$ cat src/rtl/voq_dequeue_ctrl_if.sv
// Enqueue, dequeue-request and packet-memory read signals of voq_dequeue_ctrl.
// The slave modport is the controller side; the master modport is the surrounding logic.
interface voq_dequeue_ctrl_if #(
  parameter int WIDX_W = 2
);
  logic              enq_valid;
  logic [1:0]        enq_voq;
  logic              enq_drop;
  logic [3:0]        voq_empty;
  logic              deq_valid;
  logic [1:0]        deq_voq;
  logic              deq_ready;
  logic              rd_en;
  logic [1:0]        rd_voq;
  logic [WIDX_W-1:0] rd_word;
  logic              rd_stall;
  logic              busy;

  modport slave (
    input  enq_valid, enq_voq, deq_ready, rd_stall,
    output enq_drop, voq_empty, deq_valid, deq_voq, rd_en, rd_voq, rd_word, busy
  );

  modport master (
    output enq_valid, enq_voq, deq_ready, rd_stall,
    input  enq_drop, voq_empty, deq_valid, deq_voq, rd_en, rd_voq, rd_word, busy
  );
endinterface

$ cat src/rtl/voq_dequeue_ctrl.sv
// Occupancy counters for 4 VOQs plus a round-robin dequeue FSM that requests a grant
// and then streams one CELL_WORDS-word cell out of packet memory.
//
// state  | meaning
// S_IDLE | no cell in flight; pick a non-empty VOQ from the rotating pointer
// S_REQ  | deq_valid high, waiting for deq_ready on deq_voq
// S_XFER | issuing cell words to packet memory, one per non-stalled cycle
module voq_dequeue_ctrl #(
  parameter int CNT_W      = 6,
  parameter int CELL_WORDS = 4,
  parameter int WIDX_W     = 2
) (
  input logic               clk,
  input logic               rst_n,
  voq_dequeue_ctrl_if.slave q_if
);

  typedef enum logic [1:0] {
    S_IDLE = 2'd0,
    S_REQ  = 2'd1,
    S_XFER = 2'd2
  } state_t;

  localparam logic [CNT_W-1:0]  CNT_MAX = '1;
  localparam logic [WIDX_W-1:0] LAST_W  = WIDX_W'(CELL_WORDS - 1);

  state_t            state_q, state_d;
  logic [CNT_W-1:0]  cnt_q [4];
  logic [CNT_W-1:0]  cnt_d [4];
  logic [1:0]        rr_ptr_q, rr_ptr_d;
  logic [1:0]        deq_voq_q, deq_voq_d;
  logic [WIDX_W-1:0] wrem_q, wrem_d;
  logic              enq_drop_q, enq_drop_d;
  logic [3:0]        voq_empty_q, voq_empty_d;

  logic [3:0] nonzero;
  logic [7:0] nz_dbl;
  logic [3:0] nz_rot;
  logic [1:0] pick_off;
  logic [1:0] pick;
  logic       in_xfer;
  logic       rd_fire;
  logic       last_fire;

  always_comb begin
    for (int i = 0; i < 4; i++) begin
      nonzero[i] = (cnt_q[i] != '0);
    end
  end

  // Rotate the non-empty vector so bit 0 is the VOQ at rr_ptr, then take the first set bit.
  assign nz_dbl = {nonzero, nonzero};
  assign nz_rot = nz_dbl[rr_ptr_q +: 4];

  always_comb begin
    pick_off = 2'd3;
    if (nz_rot[0])      pick_off = 2'd0;
    else if (nz_rot[1]) pick_off = 2'd1;
    else if (nz_rot[2]) pick_off = 2'd2;
  end

  assign pick      = rr_ptr_q + pick_off;
  assign in_xfer   = (state_q == S_XFER);
  assign rd_fire   = in_xfer && !q_if.rd_stall;
  assign last_fire = rd_fire && (wrem_q == '0);

  // An enqueue landing on the VOQ that is freeing a cell this cycle nets to no change.
  always_comb begin
    enq_drop_d = 1'b0;
    for (int i = 0; i < 4; i++) begin
      logic inc;
      logic dec;
      inc      = q_if.enq_valid && (q_if.enq_voq == 2'(i));
      dec      = last_fire && (deq_voq_q == 2'(i));
      cnt_d[i] = cnt_q[i];
      if (inc && !dec) begin
        if (cnt_q[i] != CNT_MAX) begin
          cnt_d[i] = cnt_q[i] + 1'b1;
        end else begin
          enq_drop_d = 1'b1;
        end
      end else if (dec && !inc) begin
        cnt_d[i] = cnt_q[i] - 1'b1;
      end
      voq_empty_d[i] = (cnt_d[i] == '0);
    end
  end

  always_comb begin
    state_d   = state_q;
    rr_ptr_d  = rr_ptr_q;
    deq_voq_d = deq_voq_q;
    wrem_d    = wrem_q;
    unique case (state_q)
      S_IDLE: begin
        if (|nonzero) begin
          deq_voq_d = pick;
          state_d   = S_REQ;
        end
      end
      S_REQ: begin
        if (q_if.deq_ready) begin
          wrem_d  = LAST_W;
          state_d = S_XFER;
        end
      end
      S_XFER: begin
        if (rd_fire) begin
          if (wrem_q == '0) begin
            rr_ptr_d = deq_voq_q + 2'd1;
            state_d  = S_IDLE;
          end else begin
            wrem_d = wrem_q - 1'b1;
          end
        end
      end
      default: state_d = S_IDLE;
    endcase
  end

  always_ff @(posedge clk or negedge rst_n) begin
    if (!rst_n) begin
      state_q     <= S_IDLE;
      rr_ptr_q    <= 2'd0;
      deq_voq_q   <= 2'd0;
      wrem_q      <= '0;
      enq_drop_q  <= 1'b0;
      voq_empty_q <= 4'hF;
      for (int i = 0; i < 4; i++) begin
        cnt_q[i] <= '0;
      end
    end else begin
      state_q     <= state_d;
      rr_ptr_q    <= rr_ptr_d;
      deq_voq_q   <= deq_voq_d;
      wrem_q      <= wrem_d;
      enq_drop_q  <= enq_drop_d;
      voq_empty_q <= voq_empty_d;
      for (int i = 0; i < 4; i++) begin
        cnt_q[i] <= cnt_d[i];
      end
    end
  end

  // Word index counts up while the remaining-words timer counts down to its terminal value.
  assign q_if.enq_drop  = enq_drop_q;
  assign q_if.voq_empty = voq_empty_q;
  assign q_if.deq_valid = (state_q == S_REQ);
  assign q_if.deq_voq   = deq_voq_q;
  assign q_if.rd_en     = rd_fire;
  assign q_if.rd_voq    = in_xfer ? deq_voq_q : 2'd0;
  assign q_if.rd_word   = in_xfer ? (LAST_W - wrem_q) : '0;
  assign q_if.busy      = (state_q != S_IDLE);

endmodule

$ cat src/flat_wrapper.sv
// flat-port wrapper written by rule: the top's interface ports become plain ports
module voq_dequeue_ctrl_flat 
#(
  parameter int CNT_W      = 6,
  parameter int CELL_WORDS = 4,
  parameter int WIDX_W     = 2
)
  (clk, rst_n, q_if_enq_valid, q_if_enq_voq, q_if_deq_ready, q_if_rd_stall, q_if_enq_drop, q_if_voq_empty, q_if_deq_valid, q_if_deq_voq, q_if_rd_en, q_if_rd_voq, q_if_rd_word, q_if_busy);
  voq_dequeue_ctrl_if #(.WIDX_W(WIDX_W)) q_if_i ();
  input logic clk;
  input logic rst_n;
  input wire logic [$bits(q_if_i.enq_valid)-1:0] q_if_enq_valid;
  input wire logic [$bits(q_if_i.enq_voq)-1:0] q_if_enq_voq;
  input wire logic [$bits(q_if_i.deq_ready)-1:0] q_if_deq_ready;
  input wire logic [$bits(q_if_i.rd_stall)-1:0] q_if_rd_stall;
  output wire logic [$bits(q_if_i.enq_drop)-1:0] q_if_enq_drop;
  output wire logic [$bits(q_if_i.voq_empty)-1:0] q_if_voq_empty;
  output wire logic [$bits(q_if_i.deq_valid)-1:0] q_if_deq_valid;
  output wire logic [$bits(q_if_i.deq_voq)-1:0] q_if_deq_voq;
  output wire logic [$bits(q_if_i.rd_en)-1:0] q_if_rd_en;
  output wire logic [$bits(q_if_i.rd_voq)-1:0] q_if_rd_voq;
  output wire logic [$bits(q_if_i.rd_word)-1:0] q_if_rd_word;
  output wire logic [$bits(q_if_i.busy)-1:0] q_if_busy;
  assign q_if_i.enq_valid = q_if_enq_valid;
  assign q_if_i.enq_voq = q_if_enq_voq;
  assign q_if_i.deq_ready = q_if_deq_ready;
  assign q_if_i.rd_stall = q_if_rd_stall;
  assign q_if_enq_drop = q_if_i.enq_drop;
  assign q_if_voq_empty = q_if_i.voq_empty;
  assign q_if_deq_valid = q_if_i.deq_valid;
  assign q_if_deq_voq = q_if_i.deq_voq;
  assign q_if_rd_en = q_if_i.rd_en;
  assign q_if_rd_voq = q_if_i.rd_voq;
  assign q_if_rd_word = q_if_i.rd_word;
  assign q_if_busy = q_if_i.busy;
  voq_dequeue_ctrl #(.CNT_W(CNT_W), .CELL_WORDS(CELL_WORDS), .WIDX_W(WIDX_W)) u_core (.clk(clk), .rst_n(rst_n), .q_if(q_if_i));
endmodule
$ cat config.mk
export PLATFORM = sky130hd
export DESIGN_NAME = voq_dequeue_ctrl_flat
export DESIGN_NICKNAME = d
export VERILOG_FILES = /design/src/rtl/voq_dequeue_ctrl_if.sv /design/src/rtl/voq_dequeue_ctrl.sv /design/src/flat_wrapper.sv
export SDC_FILE = /design/constraint.sdc
export NUM_CORES = 1
export LEC_CHECK = 0
export CAP_MARGIN = 20
export CORE_ASPECT_RATIO = 1.25
export CORE_MARGIN = 5
export CORE_UTILIZATION = 55
export CTS_CLUSTER_SIZE = 20
export DETAILED_ROUTE_END_ITERATION = 6
export DONT_BUFFER_PORTS = 1
export PLACE_DENSITY = 0.75
export RECOVER_POWER = 25
export SKIP_CTS_REPAIR_TIMING = 1
export SLEW_MARGIN = 15
export SYNTH_ARGS = -nofsm -noshare
export SYNTH_HDL_FRONTEND = slang
export SYNTH_SLANG_ARGS = --single-unit
$ cat constraint.sdc
create_clock -name clk -period 2.9 [get_ports clk]
set_clock_uncertainty 0.05 [all_clocks]
set_input_delay 0.87 -clock clk [delete_from_list [all_inputs] [get_ports clk]]
set_output_delay 0.87 -clock clk [all_outputs]
set_load 0.05 [all_outputs]
Word-level counts from Yosys, hierarchy flattened:

Cells that the tools add are included.

* logic and storage cells: 120
* input bits: 7
* flip-flop bits (word level): 37

* muxes and demuxes: 34
* shift operators: 1
* reduce and logical (&&, ||, !) cells: 46
* add/sub/neg operators: 12
* equality and inequality tests: 17

Operators by type and width (count)
* 6-bit two-way mux: 12
* 6-bit by 1-bit adder with 6-bit output (second input constant): 4
* 6-bit zero test: 4
* 6-bit != test (second input constant): 4
* 6-bit nonzero test: 4
* 6-bit by 1-bit subtractor with 6-bit output (second input constant): 4
* 2-bit two-way mux: 11
* 1-bit logical AND: 18
* 2-bit equality test (second input constant): 5
* 1-bit zero test: 9
* 1-bit two-way mux: 9
* 2-bit zero test: 4
* 2-bit != test (second input constant): 4
* 4-bit AND reduction: 2
* 8-bit by 3-bit indexed part select with 3-bit output: 1
* 2-bit by 1-bit equality test with 1-bit output (second input constant): 3
* 2-bit case mux with 3 select lines: 1
* 2-bit case mux with 2 select lines: 1
* 2-bit nonzero test: 2
* 4-bit OR reduction: 1
* 3-bit AND reduction: 1
* 2-bit by 1-bit adder with 2-bit output (second input constant): 1
* 2-bit adder: 1
* 2-bit by 1-bit != test with 1-bit output (second input constant): 1
* other kinds (3): 3

Depth between registers and ports, before layout:

* depth in word-level cells: 13
* gate-level depth with buffers: 11
* depth with buffers taken out: 11

Worst setup path after synthesis:

OpenSTA, ideal clock, no wires.

* kind: input port to flip-flop
* from: in q_if_enq_valid
* to: reg u_core.voq_empty_q[1] (netlist: u_core.q_if.voq_empty[1])
* arrival: 2316 ps
* setup slack: 444 ps
* stages on the path: 6
* setup time: 90 ps
* cell sequence: and3b_1 -> or4_4 -> or4_4 -> nand2_1 -> a22oi_1 -> nor4_2

RTL lines
* start, declared: line flat_wrapper.sv:12 `input wire logic [$bits(q_if_i.enq_valid)-1:0] q_if_enq_valid;`
* end signal, assigned: line voq_dequeue_ctrl.sv:138 `voq_empty_q <= voq_empty_d;`
* end, declared: line voq_dequeue_ctrl.sv:34 `logic [3:0] voq_empty_q, voq_empty_d;`

Worst setup path after layout:

* from: reg u_core.cnt_q[7] (netlist bit)
* to: reg u_core.deq_voq_q[0] (netlist: u_core.q_if.deq_voq[0])

* cells in the longest elaborated chain, start to end: 6

Ends and longest elaborated chain
* start, declared: line voq_dequeue_ctrl.sv:28 `logic [CNT_W-1:0] cnt_q [4];`
* start signal, assigned by index: line voq_dequeue_ctrl.sv:140 `cnt_q[i] <= cnt_d[i];`
* 6-bit nonzero test (*): line voq_dequeue_ctrl.sv:47 `nonzero[i] = (cnt_q[i] != '0);`
* 8-bit by 3-bit indexed part select with 3-bit output (*): line voq_dequeue_ctrl.sv:53 `assign nz_rot = nz_dbl[rr_ptr_q +: 4];`
* 1-bit two-way mux: line voq_dequeue_ctrl.sv:59 `else if (nz_rot[2]) pick_off = 2'd2;`
* 2-bit two-way mux: line voq_dequeue_ctrl.sv:58 `else if (nz_rot[1]) pick_off = 2'd1;`
* 2-bit two-way mux (*): line voq_dequeue_ctrl.sv:57 `if (nz_rot[0]) pick_off = 2'd0;`
* 2-bit adder (*): line voq_dequeue_ctrl.sv:62 `assign pick = rr_ptr_q + pick_off;`
* named net u_core.pick[0]: line voq_dequeue_ctrl.sv:40 `logic [1:0] pick;`
* end signal, assigned: line voq_dequeue_ctrl.sv:135 `deq_voq_q <= deq_voq_d;`
* end, declared: line voq_dequeue_ctrl.sv:31 `logic [1:0] deq_voq_q, deq_voq_d;`

The timed path passes the listed nets; every way through them passes the cells marked *.
A chain may end at the register's enable or synchronous reset.

==> impl_metrics.py <==
metrics = {
    "critical_path": {
        "crit_family": "simple AND/OR/NAND/NOR gates",
        "rr_worst_depth": 10,
        "end_kind": "flop",
        "crit_arrival_ps": 2720,
        "crit_fanout": 6,
        "slowest_delay_ps": 430,
        "crit_type": "flop to flop",
        "rrSetupSlack_ps": 300,
        "start_kind": "flop",
        "path_cells": "inv_1 -> ha_1 -> or3b_1 -> or3_1 -> inv_1 -> o21ai_0 -> a32oi_1 -> nand2_1 -> ha_1 -> mux2_1",
        "reg2reg_from": "u_core.cnt_q[7]",
        "cp_num_buf_inv": 2,
        "cpMaxStageDelayCell": "dfrtp_1",
        "cp_data_required_time_ps": 3020,
        "r2r_end": "u_core.q_if.deq_voq[0]",
    },
    "pwr": {
        "internal_power_mw": 1.30,
        "p_comb_share_pct": 43.6,
        "seqPwrFrac_pct": 41.4,
        "power_switching_mw": 1.11,
        "vdd_drop_max_v": 0.000451,
        "clockPowerShare_pct": 15.0,
        "p_leak_nw": 1.21,
        "switching_share_pct": 46.1,
        "p_per_area_mw_per_mm2": 838,
        "power_mw": 2.42,
    },
    "synthesis": {
        "ys_top_cells_by_area": "dfrtp_1 31%, ha_1 6.6%, nand2_1 4.1%",
        "synth-seq-area-share_pct": 34.9,
        "netlist_instances": 316,
        "syn_area_mm2": 0.00267,
        "async_flop_share_pct": 100,
        "synth_top_area_cell": "dfrtp_1",
        "yosys_register_bits": 37,
        "synth.net_count": 337,
        "synth.avg_cell_area_um2": 8.44,
        "ys_types": 56,
        "yosysTopAreaCellShare_pct": 31.0,
        "ys_warn_count": 0,
        "synth-edff-count": 0,
        "ys.flop_type": "dfrtp_1",
    },
    "clock_network": {
        "htreeDepth": 2,
        "cts_buffer_depth": 2,
        "clkLatencyLatePin_ps": 280,
        "clockRootBuffer": "clkbuf_8",
        "clk_pin_slew_worst_paths_ps": 70,
        "clock-sinks": 37,
        "numCtsBuffers": 5,
        "cts_tree": "yes",
    },
    "final_layout": {
        "fin_nets": 347,
        "diodes": 0,
        "drive_gt1_share_pct": 10.7,
        "final_common_cell": "dfrtp_1",
        "syn2layout_area_growth_pct": 8.17,
        "layout_common_cells": "33 x dfrtp_1, 29 x nand2_1, 23 x inv_1, 23 x nor2_1, 19 x a21oi_1",
    },
    "global_route": {
        "grt_pass1_wl_mm": 10.5,
        "grt_max_degree": 38,
        "grt_use_total_pct": 20.9,
        "grt_overflow": 0,
        "antenna_found_initial": 0,
        "grt_pass1_vias": 2341,
    },
    "run_status": {
        "status": "completed",
    },
    "drt": {
        "num_vias": 2451,
        "drtIter0Drc": 193,
        "viasPerCell": 6.35,
        "drt_wl_total_mm": 6.20,
        "drtAntennaViolNets": 0,
        "drc": 0,
        "wire_per_inst_um": 16.1,
        "first_pass_iters": 4,
    },
    "placement": {
        "gp_congestion": 0.894,
        "place_ws_ps": 213,
        "dp_hpwl_mm": 4.55,
        "io_buffers": 0,
    },
    "timing": {
        "setup_slack_ps": 304,
        "final.min_clock_period_ps": 2600,
        "setup_tns_ps": 0,
        "setup_viol": 0,
        "slew_viol_final": 0,
        "whs_ps": 221,
        "min_period_over_period_pct": 89.5,
        "fmax_mhz": 385,
        "worst_slew_pin_slew_ps": 450,
        "rsz0062_at_grt": "false",
        "hold_viol": 0,
        "slew_headroom_pct": 70.0,
    },
    "hold_path": {
        "hold_class": "input port to asynchronous set/reset pin",
    },
    "job": {
        "drv_cap": 0,
    },
    "floorplan": {
        "core_mm2": 0.00473,
        "num_rows": 28,
        "initial_core_util_pct": 56.4,
        "dieArea_mm2": 0.00635,
        "ios": 21,
        "die_x_um": 72.3,
        "die_y_um": 87.8,
    },
}
area by class of cell:
type                       instances  area (µm²)
sequential                        37         931
clock buffer                       7        86.3
fill                             445        1850
multi-input combinational        246        1610
tap                               60        75.1
timing repair buffer              13        97.6
inverter                          23        86.3
synth_stat cells (2+ instances only):
| cell type | instances |
|---|---|
| or3b_1 | 3 |
| o31a_1 | 4 |
| inv_1 | 23 |
| nand3_1 | 15 |
| nand3b_1 | 2 |
| and4_1 | 3 |
| dfrtp_1 | 33 |
| and3b_1 | 2 |
| o2bb2ai_1 | 3 |
| o21ai_1 | 6 |
| o2111ai_1 | 2 |
| and3_1 | 6 |
| o22ai_1 | 2 |
| a211oi_1 | 3 |
| a21o_1 | 2 |
| a32oi_1 | 2 |
| a31oi_1 | 2 |
| nor4_1 | 2 |
| mux2_1 | 2 |
| nor4b_1 | 2 |
| or3_1 | 3 |
| nor2_1 | 23 |
| nand2b_1 | 3 |
| o21ai_0 | 13 |
| a31o_1 | 3 |
| nand4_1 | 11 |
| o31ai_1 | 4 |
| o221ai_1 | 5 |
| or2_2 | 2 |
| a21oi_1 | 19 |
| ha_1 | 14 |
| xnor2_1 | 4 |
| and2_1 | 3 |
| nor3b_1 | 5 |
| nor3_1 | 11 |
| a31o_2 | 4 |
| nand2_1 | 29 |
| o211ai_1 | 9 |
| or4_4 | 2 |
| nor2b_1 | 2 |
| or4_1 | 2 |
| dfstp_2 | 4 |
| clkbuf_1 | 9 |
worst register-to-register path, delay by kind of cell (launching register included):
family	cells	cell delay, ps
DFF	1	430
adders and majority gates	2	420
buffers and inverters	2	180
AOI/OAI and AO/OA	2	260
and+or+nand+nor	3	870
muxes	1	280
logic make-up after synthesis:
kind of cell | synth area share, %
flip-flops | 34.9
XOR/XNOR | 1.64
buffers and inverters | 4.79
multiplexers | 0.845
AND/OR/NAND/NOR | 28.6
AO/OA/AOI/OAI | 22.7
adder cells (fa/ha/maj) | 6.57
flip-flops by register name (all words and copies together), names as in the netlist:
signal and cells:
u_core.cnt_q 24, u_core.q_if.deq_voq 2, u_core.q_if.enq_drop 1, u_core.q_if.voq_empty 4, u_core.rr_ptr_q 2, u_core.state_q 2
u_core.wrem_q 2
power by group through the flow:
| stage | combinational, mW | sequential, mW | clock (mW) |
|---|---|---|---|
| 2_1_floorplan | 0.823 | 0.960 | 0 |
| 3_3_place_gp | 1.03 | 0.997 | 0 |
| 3_5_place_dp | 1.04 | 1.00 | 0 |
| 4_1_cts | 1.05 | 0.993 | 0.374 |
| 5_1_grt | 1.18 | 1.03 | 0.400 |
| 6_report | 1.05 | 1.00 | 0.363 |
worst max-delay path by stage:
stage | start | end | slack, ps | cells after the start
after floorplan | q_if_enq_valid | u_core.q_if.voq_empty[1] | 440 | 6
after global placement | q_if_rd_stall | u_core.q_if.voq_empty[1] | 280 | 6
after detailed placement | q_if_rd_stall | u_core.q_if.voq_empty[1] | 210 | 6
after CTS | u_core.cnt_q[7] | u_core.q_if.deq_voq[0] | 300 | 10
after global routing | u_core.cnt_q[6] | u_core.q_if.deq_voq[0] | 160 | 10
final | u_core.cnt_q[7] | u_core.q_if.deq_voq[0] | 300 | 10
routing by layer:
layer  track usage, %  vias up  wire, µm
li1                 -     1212         -
met1             24.6     1165      2650
met2             36.7       62      3140
met3             4.25       12       307
met4             8.55        0       102
met5                0        -         0
metrics by stage:
stage	area, µm²	std cells	util (%)
after CTS	2880	386	61.0
after global routing	2880	386	61.0
final	2880	386	61.0
after detailed placement	2800	379	59.2
after global placement	2800	379	59.2
after floorplan	2670	316	-
Power figures use the tool's default switching activity.
